===== config.mk =====
export PLATFORM = sky130hd
export DESIGN_NAME = cbs_window_pad_stream
export DESIGN_NICKNAME = d
export VERILOG_FILES = /design/src/rtl/cbs_window_pad_stream_pkg.sv /design/src/rtl/cbs_window_pad_stream_pos_counter.sv /design/src/rtl/cbs_window_pad_stream.sv
export SDC_FILE = /design/constraint.sdc
export NUM_CORES = 1
export LEC_CHECK = 0
export CORE_MARGIN = 10
export CORE_UTILIZATION = 45
export CTS_CLUSTER_DIAMETER = 30
export CTS_CLUSTER_SIZE = 12
export DETAILED_ROUTE_END_ITERATION = 10
export GPL_ROUTABILITY_DRIVEN = 0
export GPL_TIMING_DRIVEN = 0
export PLACE_DENSITY_LB_ADDON = 0.12
export SETUP_SLACK_MARGIN = 0.3
export SLEW_MARGIN = 0
export SYNTH_ARGS = -nofsm -noshare
export SYNTH_HDL_FRONTEND = slang
export SYNTH_SLANG_ARGS = --single-unit

===== constraint.sdc =====
create_clock -name clk -period 4.47 [get_ports clk]
set_input_delay 0.6705 -clock clk [delete_from_list [all_inputs] [get_ports clk]]
set_output_delay 0.6705 -clock clk [all_outputs]
set_load 0.005 [all_outputs]

===== src/rtl/cbs_window_pad_stream_pkg.sv =====
// Shared types and helpers for the CBS 3x3 window padding stream.
// A window is nine DATA_W taps packed row-major, p0 (top-left) in the MSBs.
package cbs_pkg;

    // Width of the row/column position counters and position tags.
    localparam int POS_W = 15;

    // Widest pixel the tap() helper can extract.
    localparam int TAP_MAX_W = 32;

    typedef enum logic {
        PAD_ZERO = 1'b0,
        PAD_REPL = 1'b1
    } pad_mode_e;

    // Return tap (r, c) of a window that has been zero-extended to
    // 9*TAP_MAX_W bits. The wanted pixel sits in the low data_w bits of the
    // result. The caller truncates the result to its own pixel width.
    function automatic logic [TAP_MAX_W-1:0] tap(
        input logic [9*TAP_MAX_W-1:0] win,
        input int                     r,
        input int                     c,
        input int                     data_w
    );
        logic [9*TAP_MAX_W-1:0] shifted;
        shifted = win >> (((2 - r) * 3 + (2 - c)) * data_w);
        return shifted[TAP_MAX_W-1:0];
    endfunction

endpackage


===== src/rtl/cbs_window_pad_stream_pos_counter.sv =====
// Window-centre position tracker for cbs_window_pad_stream.
// Reports the position of the window currently offered. An in_sof on that
// window forces the position to (0,0). The tracker also sets a sticky error
// when in_sof arrives away from (0,0), and flags on-grid, first and last
// windows for the selected stride.
module cbs_pos_counter
    import cbs_pkg::*;
#(
    parameter int IMG_W  = 640,
    parameter int IMG_H  = 640,
    parameter int STRIDE = 1
) (
    input  logic             clk,
    input  logic             reset,
    input  logic             accept,
    input  logic             sof,
    output logic [POS_W-1:0] pos_row,
    output logic [POS_W-1:0] pos_col,
    output logic             on_grid,
    output logic             is_first,
    output logic             is_last,
    output logic             err_sync
);

    localparam logic [POS_W-1:0] LAST_ROW  = POS_W'(IMG_H - 1);
    localparam logic [POS_W-1:0] LAST_COL  = POS_W'(IMG_W - 1);
    localparam logic [POS_W-1:0] FINAL_ROW = POS_W'(((IMG_H - 1) / STRIDE) * STRIDE);
    localparam logic [POS_W-1:0] FINAL_COL = POS_W'(((IMG_W - 1) / STRIDE) * STRIDE);

    logic [POS_W-1:0] row_q;
    logic [POS_W-1:0] col_q;

    // Effective position of the offered window, and its grid, first and last flags.
    always_comb begin
        // NOTE: every output of a combinational block gets a default first, so no path can leave a latch behind.
        pos_row  = row_q;
        pos_col  = col_q;
        on_grid  = 1'b1;
        is_first = 1'b0;
        is_last  = 1'b0;
        if (sof) begin
            pos_row = '0;
            pos_col = '0;
        end
        if (STRIDE == 2) begin
            on_grid = ~pos_row[0] & ~pos_col[0];
        end
        is_first = (pos_row == '0) && (pos_col == '0);
        is_last  = (pos_row == FINAL_ROW) && (pos_col == FINAL_COL);
    end

    // Advance the raster position on every accepted window; latch sync errors.
    always_ff @(posedge clk) begin
        // NOTE: registered state uses non-blocking assignments only, so every flop samples pre-edge values.
        if (reset) begin
            row_q    <= '0;
            col_q    <= '0;
            err_sync <= 1'b0;
        end else if (accept) begin
            if (sof && (row_q != '0 || col_q != '0)) begin
                err_sync <= 1'b1;
            end
            if (pos_col == LAST_COL) begin
                col_q <= '0;
                row_q <= (pos_row == LAST_ROW) ? '0 : pos_row + 1'b1;
            end else begin
                col_q <= pos_col + 1'b1;
                row_q <= pos_row;
            end
        end
    end

endmodule


===== src/rtl/cbs_window_pad_stream.sv =====
// CBS 3x3 window padding stage with stride decimation and a valid/ready stream.
// The stage takes bare windows, tracks the window-centre position itself,
// and pads out-of-image taps with zeros or edge replication. It also drops
// off-grid windows and holds the result in a single output register.
// Optional: define CBS_PAD_POS_TAG_EN to add the out_row/out_col position tags.
module cbs_window_pad_stream
    import cbs_pkg::*;
#(
    parameter int DATA_W = 8,
    parameter int IMG_W  = 640,
    parameter int IMG_H  = 640,
    parameter int STRIDE = 1
) (
    input  logic                clk,
    input  logic                reset,
    input  logic [9*DATA_W-1:0] in_win,
    input  logic                in_sof,
    input  logic                in_valid,
    output logic                in_ready,
    input  logic                pad_mode,
    output logic [9*DATA_W-1:0] out_win,
    output logic                out_valid,
    input  logic                out_ready,
    output logic                out_first,
    output logic                out_last,
    output logic                err_sync
`ifdef CBS_PAD_POS_TAG_EN
    ,
    output logic [POS_W-1:0]    out_row,
    output logic [POS_W-1:0]    out_col
`endif
);

    localparam logic [POS_W-1:0] LAST_ROW = POS_W'(IMG_H - 1);
    localparam logic [POS_W-1:0] LAST_COL = POS_W'(IMG_W - 1);

    logic                accept;
    logic [POS_W-1:0]    pos_row;
    logic [POS_W-1:0]    pos_col;
    logic                on_grid;
    logic                is_first;
    logic                is_last;
    pad_mode_e           mode_q;
    pad_mode_e           win_mode;
    logic [9*DATA_W-1:0] padded_win;

    assign in_ready = !out_valid || out_ready;
    assign accept   = in_valid && in_ready;

    cbs_pos_counter #(
        .IMG_W  (IMG_W),
        .IMG_H  (IMG_H),
        .STRIDE (STRIDE)
    ) u_pos (
        .clk      (clk),
        .reset    (reset),
        .accept   (accept),
        .sof      (in_sof),
        .pos_row  (pos_row),
        .pos_col  (pos_col),
        .on_grid  (on_grid),
        .is_first (is_first),
        .is_last  (is_last),
        .err_sync (err_sync)
    );

    // The (0,0) window uses the live pad_mode. Later windows use the latched copy.
    assign win_mode = is_first ? pad_mode_e'(pad_mode) : mode_q;

    // Latch the padding mode when a frame's first window is accepted.
    always_ff @(posedge clk) begin
        if (reset) begin
            mode_q <= PAD_ZERO;
        end else if (accept && is_first) begin
            mode_q <= pad_mode_e'(pad_mode);
        end
    end

    // Pad mux: zero out-of-image taps, or replicate rows first, then columns.
    always_comb begin
        logic [9*TAP_MAX_W-1:0] win_ext;
        logic [DATA_W-1:0]      px [3][3];
        logic [DATA_W-1:0]      rc [3][3];
        logic [DATA_W-1:0]      pw [3][3];
        logic [2:0]             row_miss;
        logic [2:0]             col_miss;

        win_ext               = '0;
        win_ext[9*DATA_W-1:0] = in_win;
        padded_win            = '0;
        row_miss = {pos_row == LAST_ROW, 1'b0, pos_row == '0};
        col_miss = {pos_col == LAST_COL, 1'b0, pos_col == '0};

        for (int r = 0; r < 3; r++) begin
            for (int c = 0; c < 3; c++) begin
                px[r][c] = DATA_W'(tap(win_ext, r, c, DATA_W));
            end
        end
        for (int r = 0; r < 3; r++) begin
            for (int c = 0; c < 3; c++) begin
                rc[r][c] = row_miss[r] ? px[1][c] : px[r][c];
            end
        end
        for (int r = 0; r < 3; r++) begin
            for (int c = 0; c < 3; c++) begin
                if (win_mode == PAD_ZERO) begin
                    pw[r][c] = (row_miss[r] || col_miss[c]) ? '0 : px[r][c];
                end else begin
                    pw[r][c] = col_miss[c] ? rc[r][1] : rc[r][c];
                end
                padded_win[(8 - (r * 3 + c)) * DATA_W +: DATA_W] = pw[r][c];
            end
        end
    end

    // Output register: load on-grid windows, drop off-grid ones, hold while stalled.
    always_ff @(posedge clk) begin
        if (reset) begin
            out_win   <= '0;
            out_valid <= 1'b0;
            out_first <= 1'b0;
            out_last  <= 1'b0;
`ifdef CBS_PAD_POS_TAG_EN
            out_row   <= '0;
            out_col   <= '0;
`endif
        end else if (accept) begin
            out_valid <= on_grid;
            if (on_grid) begin
                out_win   <= padded_win;
                out_first <= is_first;
                out_last  <= is_last;
`ifdef CBS_PAD_POS_TAG_EN
                out_row   <= pos_row;
                out_col   <= pos_col;
`endif
            end
        end else if (out_ready) begin
            out_valid <= 1'b0;
        end
    end

endmodule


==> summary.md, run 1 <==
| Metric | Value |
|---|---|
| Status | `complete, no violations` |
| Xor/xnor share of the synthesized area | `0%` |
| Combinational share of power | `19.8%` |
| Die H | `136 um` |
| CP required | `4.69 ns` |
| CP most frequent cell | `clkbuf_2` |
| Number of synthesized flops with an enable pin | `0` |
| Area share of and/or/nand/nor cells after synthesis | `27.6%` |
| P_leak | `3.00 nW` |
| Final net count | `1017` |
| Vias in the first global route | `6789` |
| CP Launch Point | `in_sof` |
| Final hold viol count | `0` |
| Die area | `0.0185 mm^2` |
| Adder-Cell Fraction of Synth Area | `0.618%` |
| Post-synthesis compound-gate area fraction | `26.4%` |
| Crit path time final | `3.99 ns` |
| Relative slew margins | `47.1%` |
| Highest Clock Rate | `0.250 GHz` |
| Avg WL per Cell | `22.9 um` |
| Hold Startpoint | `out_first` |
| Sw Pwr | `0.649 mW` |
| Cell Int Power | `1.70 mW` |
| Starting Density | `45.8%` |
| Hold WC Path Type | `reg2reg` |
| Drt drc | `0` |
| I/O pins | `155` |
| Final worst slack | `0.476 ns` |
| Largest family of logic cells by synthesized area | `simple AND/OR/NAND/NOR gates` |
| Post-DR vias/cell | `6.49` |
| Ys async rst share | `0%` |
| YS warnings | `0` |
| Layout Utilization | `61.1%` |
| Largest net degree at the start of global routing | `17` |
| Layout cell share with drive strength beyond 1 | `7.01%` |
| Area growth syn-to-layout | `33.3%` |
| Largest delay contributor family on the critical path | `buffers and inverters` |
| DRT antenna net count | `0` |
| Mean Syn Cell Area | `7.79 um^2` |
| Total gr overflow | `0` |
| CP Max Fanout | `10` |
| Worst Max-Slew Pin Slew | `0.793 ns` |
| Tcrit/Tclk final | `89.3%` |
| Vias post-DR | `7244` |
| #FFs+latches synth | `107` |
| Pre-Repair DR Iteration Count | `6` |
| Initial DRC Count | `1061` |
| Root Buffer | `clkbuf_16` |
| Clock sinks | `107` |
| Initial antenna violation count | `0` |
| Switching share of power | `27.6%` |
| WL final | `25600 um` |
| Slowest-stage cell, CP | `clkdlybuf4s50_1` |
| First-pass GRT wire length | `37700 um` |
| Sequential share of power | `43.9%` |
| Worst Setup End Kind | `flop` |
| Post-synthesis cell area | `0.00607 mm^2` |
| Most common cell after layout, fill and taps aside | `clkdlybuf4s50_1` |
| RSZ-0062 raised after global routing | `false` |
| CP Class | `in2reg` |
| CTS Buf Count | `9` |
| Mux cell area share after synthesis | `4.84%` |
| Clock Skew | `0.00614 ns` |
| Cells along the critical path | `clkdlybuf4s50_1 > clkbuf_2 > clkbuf_2 > clkbuf_2 > nand2b_1 > ha_1 > nor3b_1 > nand4_4 > a21oi_2 > mux2_4 > buf_2 > a221oi_1 > nor3_1` |
| Clk_lat worst skew | `0.36 ns` |
| Slowest stage delay, CP | `0.48 ns` |
| Pwr Density | `290 mW/mm^2` |
| Final setup vio count | `0` |
| Syn Nets | `860` |
| Clk pwr share | `36.3%` |
| Core area | `0.0132 mm^2` |
| MaxCap Viol Count | `0` |
| Total power | `2.35 mW` |
| Crit path buffers/inverters | `5` |
| Sequential area share after synthesis | `35.3%` |
| Slew Limit Fails | `0` |
| Max VDD drop | `182 uV` |
| Die X | `136 um` |
| Most frequent cells in the layout | `clkdlybuf4s50_1 (146), dfxtp_1 (107), a21oi_1 (85), nand2_1 (71), nor2_1 (69)` |
| Cells after Synth | `779` |
| Rows | `42` |
| Clock Pin Slew Worst Setup and Hold Paths | `0.07 ns` |
| Worst setup SP type | `input pin` |
| Global Route Usage Sum | `26.1%` |
| Number of antenna diodes | `0` |
| Critical Path AT | `4.21 ns` |
| Clock buffer depth | `2` |
| Buffers on Ports | `146` |
| Worst flop-to-flop path startpoint | `u_pos.row_q[0]` |
| Number of H-tree levels | `3` |
| Synth unique cells | `58` |
| DPL Wire Length | `19000 um` |
| Most used DFF post-synth | `dfxtp_1` |
| CTS tree | `yes` |
| Placement Setup Slack | `-0.266 ns` |
-- synth_stat cells, types with 3 or more instances --
cell / number / area, um^2
a31oi_1: 14 / 87.6
o2bb2ai_1: 8 / 70.1
mux4_1: 3 / 78.8
nor4b_1: 3 / 26.3
buf_1: 4 / 15.0
a211oi_2: 6 / 75.1
nor3b_1: 5 / 37.5
a32oi_1: 10 / 87.6
mux4_2: 4 / 90.1
nand2_1: 71 / 267
dfxtp_1: 107 / 2140
buf_2: 12 / 60.1
o21ai_1: 9 / 45.0
a311oi_1: 3 / 26.3
nand4_1: 7 / 43.8
o211ai_1: 8 / 60.1
clkbuf_1: 55 / 206
a21oi_1: 85 / 425
and4b_1: 4 / 40.0
ha_1: 3 / 37.5
a221oi_1: 8 / 70.1
and2_1: 15 / 93.8
nor4_1: 4 / 25.0
and3_1: 28 / 175
mux2_2: 8 / 90.1
o21ai_0: 44 / 220
nand3b_1: 4 / 30.0
nor2_1: 70 / 263
nand2b_1: 7 / 43.8
nor3_1: 18 / 90.1
a211oi_1: 18 / 135
a21o_1: 14 / 105
inv_1: 5 / 18.8
a41oi_1: 4 / 35.0
or3_1: 6 / 37.5
nand3_1: 68 / 340
a221o_1: 7 / 70.1
-- sequential cells by signal (all words and copies together) (netlist names) --
signal          cells
u_pos.err_sync      1
mode_q              1
out_last            1
u_pos.col_q        15
out_valid           1
out_first           1
u_pos.row_q        15
out_win            72
-- cell type report --
class / instances / area, um^2
plain buffers: 74 / 305
clock buffers: 12 / 267
clock inverters: 4 / 47.5
fillers: 1234 / 5150
inverters: 5 / 18.8
multi-input cells: 593 / 3630
flip-flops and latches: 107 / 2140
well taps: 176 / 220
repair buffers: 146 / 1460
-- worst paths after layout --
kind	to	slack [ns]	depth (start not counted)
setup / recovery	out_win[65]	0.48	13
hold / removal	out_first	0.46	2
setup reg to reg	out_win[52]	1.42	10
hold reg to reg	out_first	0.46	2
-- layer usage --
metal | global-route usage (%) | vias up | share of wire [%]
met5 | 0 | - | 0
met4 | 10.8 | 0 | 3.1
met3 | 7.86 | 74 | 13
met2 | 40.5 | 546 | 45
met1 | 33.0 | 3421 | 40
li1 | - | 3203 | -
-- power groups by stage --
| stage | logic (mW) | clock network (mW) | registers, mW |
|---|---|---|---|
| floorplan | 0.194 | 0 | 1.05 |
| detailed placement | 0.453 | 0 | 1.05 |
| global placement | 0.447 | 0 | 1.05 |
| finish | 0.466 | 0.853 | 1.03 |
| CTS | 0.456 | 0.853 | 1.03 |
| global route | 0.491 | 0.894 | 1.03 |
-- kinds of logic after synthesis --
kind of cell	Yosys count
buffers and inverters	79
flip-flops	107
adder cells (fa/ha/maj)	3
AND/OR/NAND/NOR	324
AO/OA/AOI/OAI	248
multiplexers	18
-- worst min-delay path: stages, from the launching register on --
cell     delay (ns)
dfxtp_1        0.31
nand2_1        0.05
a21oi_1        0.05
-- repair_timing --
item,in CTS,in global routing
endpoints found under the setup margin,51,53
resized for setup,2,6
hold buffers,0,0
cloned,0,0
setup buffers,0,0
-- through the flow --
step | instances | area, um^2 | hold WS (ns) | setup TNS (ns)
final | 1117 | 8090 | 0.457 | 0
after global routing | 1117 | 8090 | 0.465 | 0
after CTS | 1117 | 8070 | 0.457 | 0
after detailed placement | 1101 | 7750 | 0.448 | -7.64
after global placement | 1101 | 7750 | 0.442 | -3.99
after floorplan | 779 | 6070 | 0.440 | 0
Power figures use the tool's default switching activity.
==> run 2, diff against run 1 <==
--- a/config.mk
+++ b/config.mk
@@ -5,6 +5,7 @@
 export SDC_FILE = /design/constraint.sdc
 export NUM_CORES = 1
 export LEC_CHECK = 0
+export ABC_AREA = 1
 export CORE_MARGIN = 10
 export CORE_UTILIZATION = 45
 export CTS_CLUSTER_DIAMETER = 30
@@ -14,7 +15,7 @@
 export GPL_TIMING_DRIVEN = 0
 export PLACE_DENSITY_LB_ADDON = 0.12
 export SETUP_SLACK_MARGIN = 0.3
-export SLEW_MARGIN = 0
+export SLEW_MARGIN = 40
 export SYNTH_ARGS = -nofsm -noshare
 export SYNTH_HDL_FRONTEND = slang
 export SYNTH_SLANG_ARGS = --single-unit
==> summary.md, run 2 <==
| Metric | Value |
|---|---|
| Status | `complete, no violations` |
| Most used DFF post-synth | `dfxtp_1` |
| Most frequent cell after synthesis | `nand2_1` |
| CTS Buf Count | `9 (unchanged)` |
| Cell Int Power | `1.63 mW (-4.2%)` |
| Most common cell after layout, fill and taps aside | `nand2_1` |
| RSZ-0062 raised after global routing | `false` |
| Post-synthesis cell area | `0.00657 mm^2 (+8.1%)` |
| CP Max Fanout | `10 (unchanged)` |
| Hold Worst Slack | `0.450 ns (-0.00690 ns)` |
| Number of synthesized flops with an enable pin | `0 (unchanged)` |
| Hold Startpoint | `u_pos.err_sync` |
| I/O pins | `155 (unchanged)` |
| Root Buffer | `clkbuf_16` |
| Highest Clock Rate | `0.297 GHz (+18%)` |
| Total gr overflow | `0 (unchanged)` |
| Clk_lat worst skew | `0.37 ns (about the same)` |
| Switching share of power | `30.0% (+2.4 points)` |
| Final setup vio count | `0 (unchanged)` |
| Number of H-tree levels | `3 (unchanged)` |
| Vias in the first global route | `7130 (+5.0%)` |
| Clock sinks | `107 (unchanged)` |
| Final net count | `1332 (+31%)` |
| Sequential share of power | `44.2% (+0.3 points)` |
| Worst Hold End | `u_pos.err_sync` |
| Layout fillers | `1450 (+18%)` |
| Die X | `141 um (+3.4%)` |
| Max FFs per register | `72 (unchanged)` |
| First-pass GRT wire length | `39400 um (+4.4%)` |
| Ys async rst share | `0% (unchanged)` |
| Slew Limit Fails | `0 (unchanged)` |
| Relative slew margins | `53.0% (+5.9 points)` |
| Most frequent cells in the layout | `nand2_1 (359), clkdlybuf4s50_1 (154), nor2_1 (123), nand3_1 (118), dfxtp_1 (107)` |
| Initial DRC Count | `938 (-12%)` |
| Max VDD drop | `162 uV (-11%)` |
| MaxCap Viol Count | `0 (unchanged)` |
| Synth unique cells | `32 (-45%)` |
| Starting Density | `45.5% (-0.33 points)` |
| Avg WL per Cell | `18.0 um (-21%)` |
| Leading registers by flop count | `out_win: 72 flops, u_pos.col_q: 15 flops, u_pos.row_q: 15 flops` |
| Clock Skew | `0.0103 ns (+0.00413 ns)` |
| Synth area leaders | `dfxtp_1 (33%), nand2_1 (21%), nand3_1 (9.0%)` |
| Hold WC Path Type | `reg2reg` |
| Initial antenna violation count | `0 (unchanged)` |
| Critical Path AT | `3.60 ns (-0.61 ns)` |
| Clock Pin Slew Worst Setup and Hold Paths | `0.07 ns (about the same)` |
| Clk pwr share | `33.7% (-2.6 points)` |
| Area growth syn-to-layout | `31.3%` |
| Sequential area share after synthesis | `32.6% (-2.7 points)` |
| Biggest register | `out_win` |
| Buffers on Ports | `154 (+5.5%)` |
| M1 WL | `11300 um (+12%)` |
| Vias post-DR | `7848 (+8.3%)` |
| Pwr Density | `270 mW/mm^2 (-7.0%)` |
| Post-synth top area cell | `dfxtp_1` |
| Crit path time final | `3.37 ns (-0.623 ns)` |
| Reg2reg end | `out_win[16]` |
| Worst r2r path cells | `12 (+2)` |
| YS warnings | `0 (unchanged)` |
| Cts repair resizes | `0 (-2)` |
| Met2 WL | `11000 um (-4.0%)` |
| Clock buffer depth | `2 (unchanged)` |
| Worst Setup End Kind | `flop` |
| Worst R2R Setup Slack | `1.95 ns (+0.53 ns)` |
| Drt drc | `0 (unchanged)` |
| Hold depth | `2 (unchanged)` |
| Tcrit/Tclk final | `75.4% (-14 points)` |
| #FFs+latches synth | `107 (unchanged)` |
| Largest net degree at the start of global routing | `18 (+1)` |
| Die area | `0.0198 mm^2 (+6.9%)` |
| Final hold viol count | `0 (unchanged)` |
| Worst Max-Slew Pin Slew | `0.704 ns (-0.0888 ns)` |
| Hold buffer count at cts | `0 (unchanged)` |
| Worst flop-to-flop path startpoint | `u_pos.row_q[8]` |
| CP required | `4.70 ns (about the same)` |
| CP Class | `in2reg` |
| Sw Pwr | `0.699 mW (+7.7%)` |
| Core area | `0.0144 mm^2 (+8.9%)` |
| Combinational share of power | `22.0% (+2.2 points)` |
| Post-synth top cells | `nand2_1 (359), nor2_1 (123), nand3_1 (118), dfxtp_1 (107), a21oi_1 (104)` |
| Number of antenna diodes | `0 (unchanged)` |
| Setup Buffers After CTS | `0 (unchanged)` |
| Top Metal Used | `met4` |
| DPL Wire Length | `19800 um (+4.0%)` |
| Syn Nets | `1167 (+36%)` |
| WL final | `25900 um (+1.4%)` |
| Rows | `44 (+4.8%)` |
| Post-DR vias/cell | `5.45 (-16%)` |
| Yosys top cell area share | `32.6% (-2.7 points)` |
| Global Route Usage Sum | `24.9% (-1.2 points)` |
| CTS tree | `yes` |
| Die H | `141 um (+3.4%)` |
| Fin Setup TNS | `0 ns (unchanged)` |
| Worst setup SP type | `input pin` |
| Met3 wire length | `2970 um (-9.0%)` |
| Cells after Synth | `1086 (+39%)` |
| Layout cell share with drive strength beyond 1 | `5.65% (-1.4 points)` |
| DRT antenna net count | `0 (unchanged)` |
| P_leak | `3.69 nW (+23%)` |
| Pre-Repair DR Iteration Count | `6 (unchanged)` |
| Mean Syn Cell Area | `6.05 um^2 (-22%)` |
[run 2: worst max-delay path by stage]
stage	from	to	slack (ns)	cells past startpoint
finish	in_sof	out_win[15]	1.10	16
global route	in_sof	out_win[15]	0.85	16
CTS	in_sof	out_win[15]	1.18	16
detailed placement	in_sof	out_win[15]	0.83	16
global placement	in_sof	out_win[15]	0.85	16
floorplan	in_sof	out_win[10]	2.12	16
[run 2: routing by layer]
layer	vias up	track usage (%)
li1	3871	-
met1	3531	33.7
met2	393	36.6
met3	53	7.59
met4	0	8.59
met5	-	0
[run 2: cell type report]
cell class	instances	area, um^2	share of cell area [%]
multi-input combinational	845	3830	44.5
sequential	107	2140	24.9
timing repair buffer	154	1540	17.9
buffer	68	344	3.99
inverter	66	248	2.87
clock buffer	11	243	2.82
tap	184	230	2.67
clock inverter	5	37.5	0.436
[run 2: power by group through the flow]
stage | logic, mW | registers [mW] | clock network [mW]
4_1_cts | 0.507 | 1.03 | 0.789
5_1_grt | 0.557 | 1.03 | 0.819
3_3_place_gp | 0.503 | 1.05 | 0
6_report | 0.513 | 1.03 | 0.785
3_5_place_dp | 0.504 | 1.05 | 0
2_1_floorplan | 0.227 | 1.05 | 0
[run 2: cells by family (layout without fill, tap and decap cells)]
group                    after synthesis  after routing  synth area share, %
AO/OA/AOI/OAI                        171            171                 13.5
AND/OR/NAND/NOR                      665            665                 43.5
buffers and inverters                134            304                 9.01
XOR/XNOR                               6              6                0.800
adder cells (fa/ha/maj)                3              3                0.572
flip-flops                           107            107                 32.6
[run 2: worst max-delay path, stage by stage]
cell and delay, ns:
clkdlybuf4s50_1 0.62, clkbuf_1 0.49, nor2_1 0.13, inv_1 0.08
ha_1 0.21, nand2_1 0.07, nor2_1 0.10, nand2_1 0.09
nor2_2 0.16, buf_4 0.20, nand3b_1 0.09, nand2_1 0.19
buf_2 0.27, nand2_1 0.07, nand2_1 0.09, a21oi_1 0.07
[run 2: per-stage QoR]
step,util (%),power (mW),setup WS (ns),cell area (um^2),instances
5_1_grt,59.7,2.41,0.848,8620,1440
3_5_place_dp,57.8,1.55,0.826,8340,1424
2_1_floorplan,-,1.28,2.12,6570,1086
6_report,59.7,2.33,1.10,8620,1440
3_3_place_gp,57.8,1.55,0.852,8340,1424
4_1_cts,59.7,2.32,1.18,8620,1440
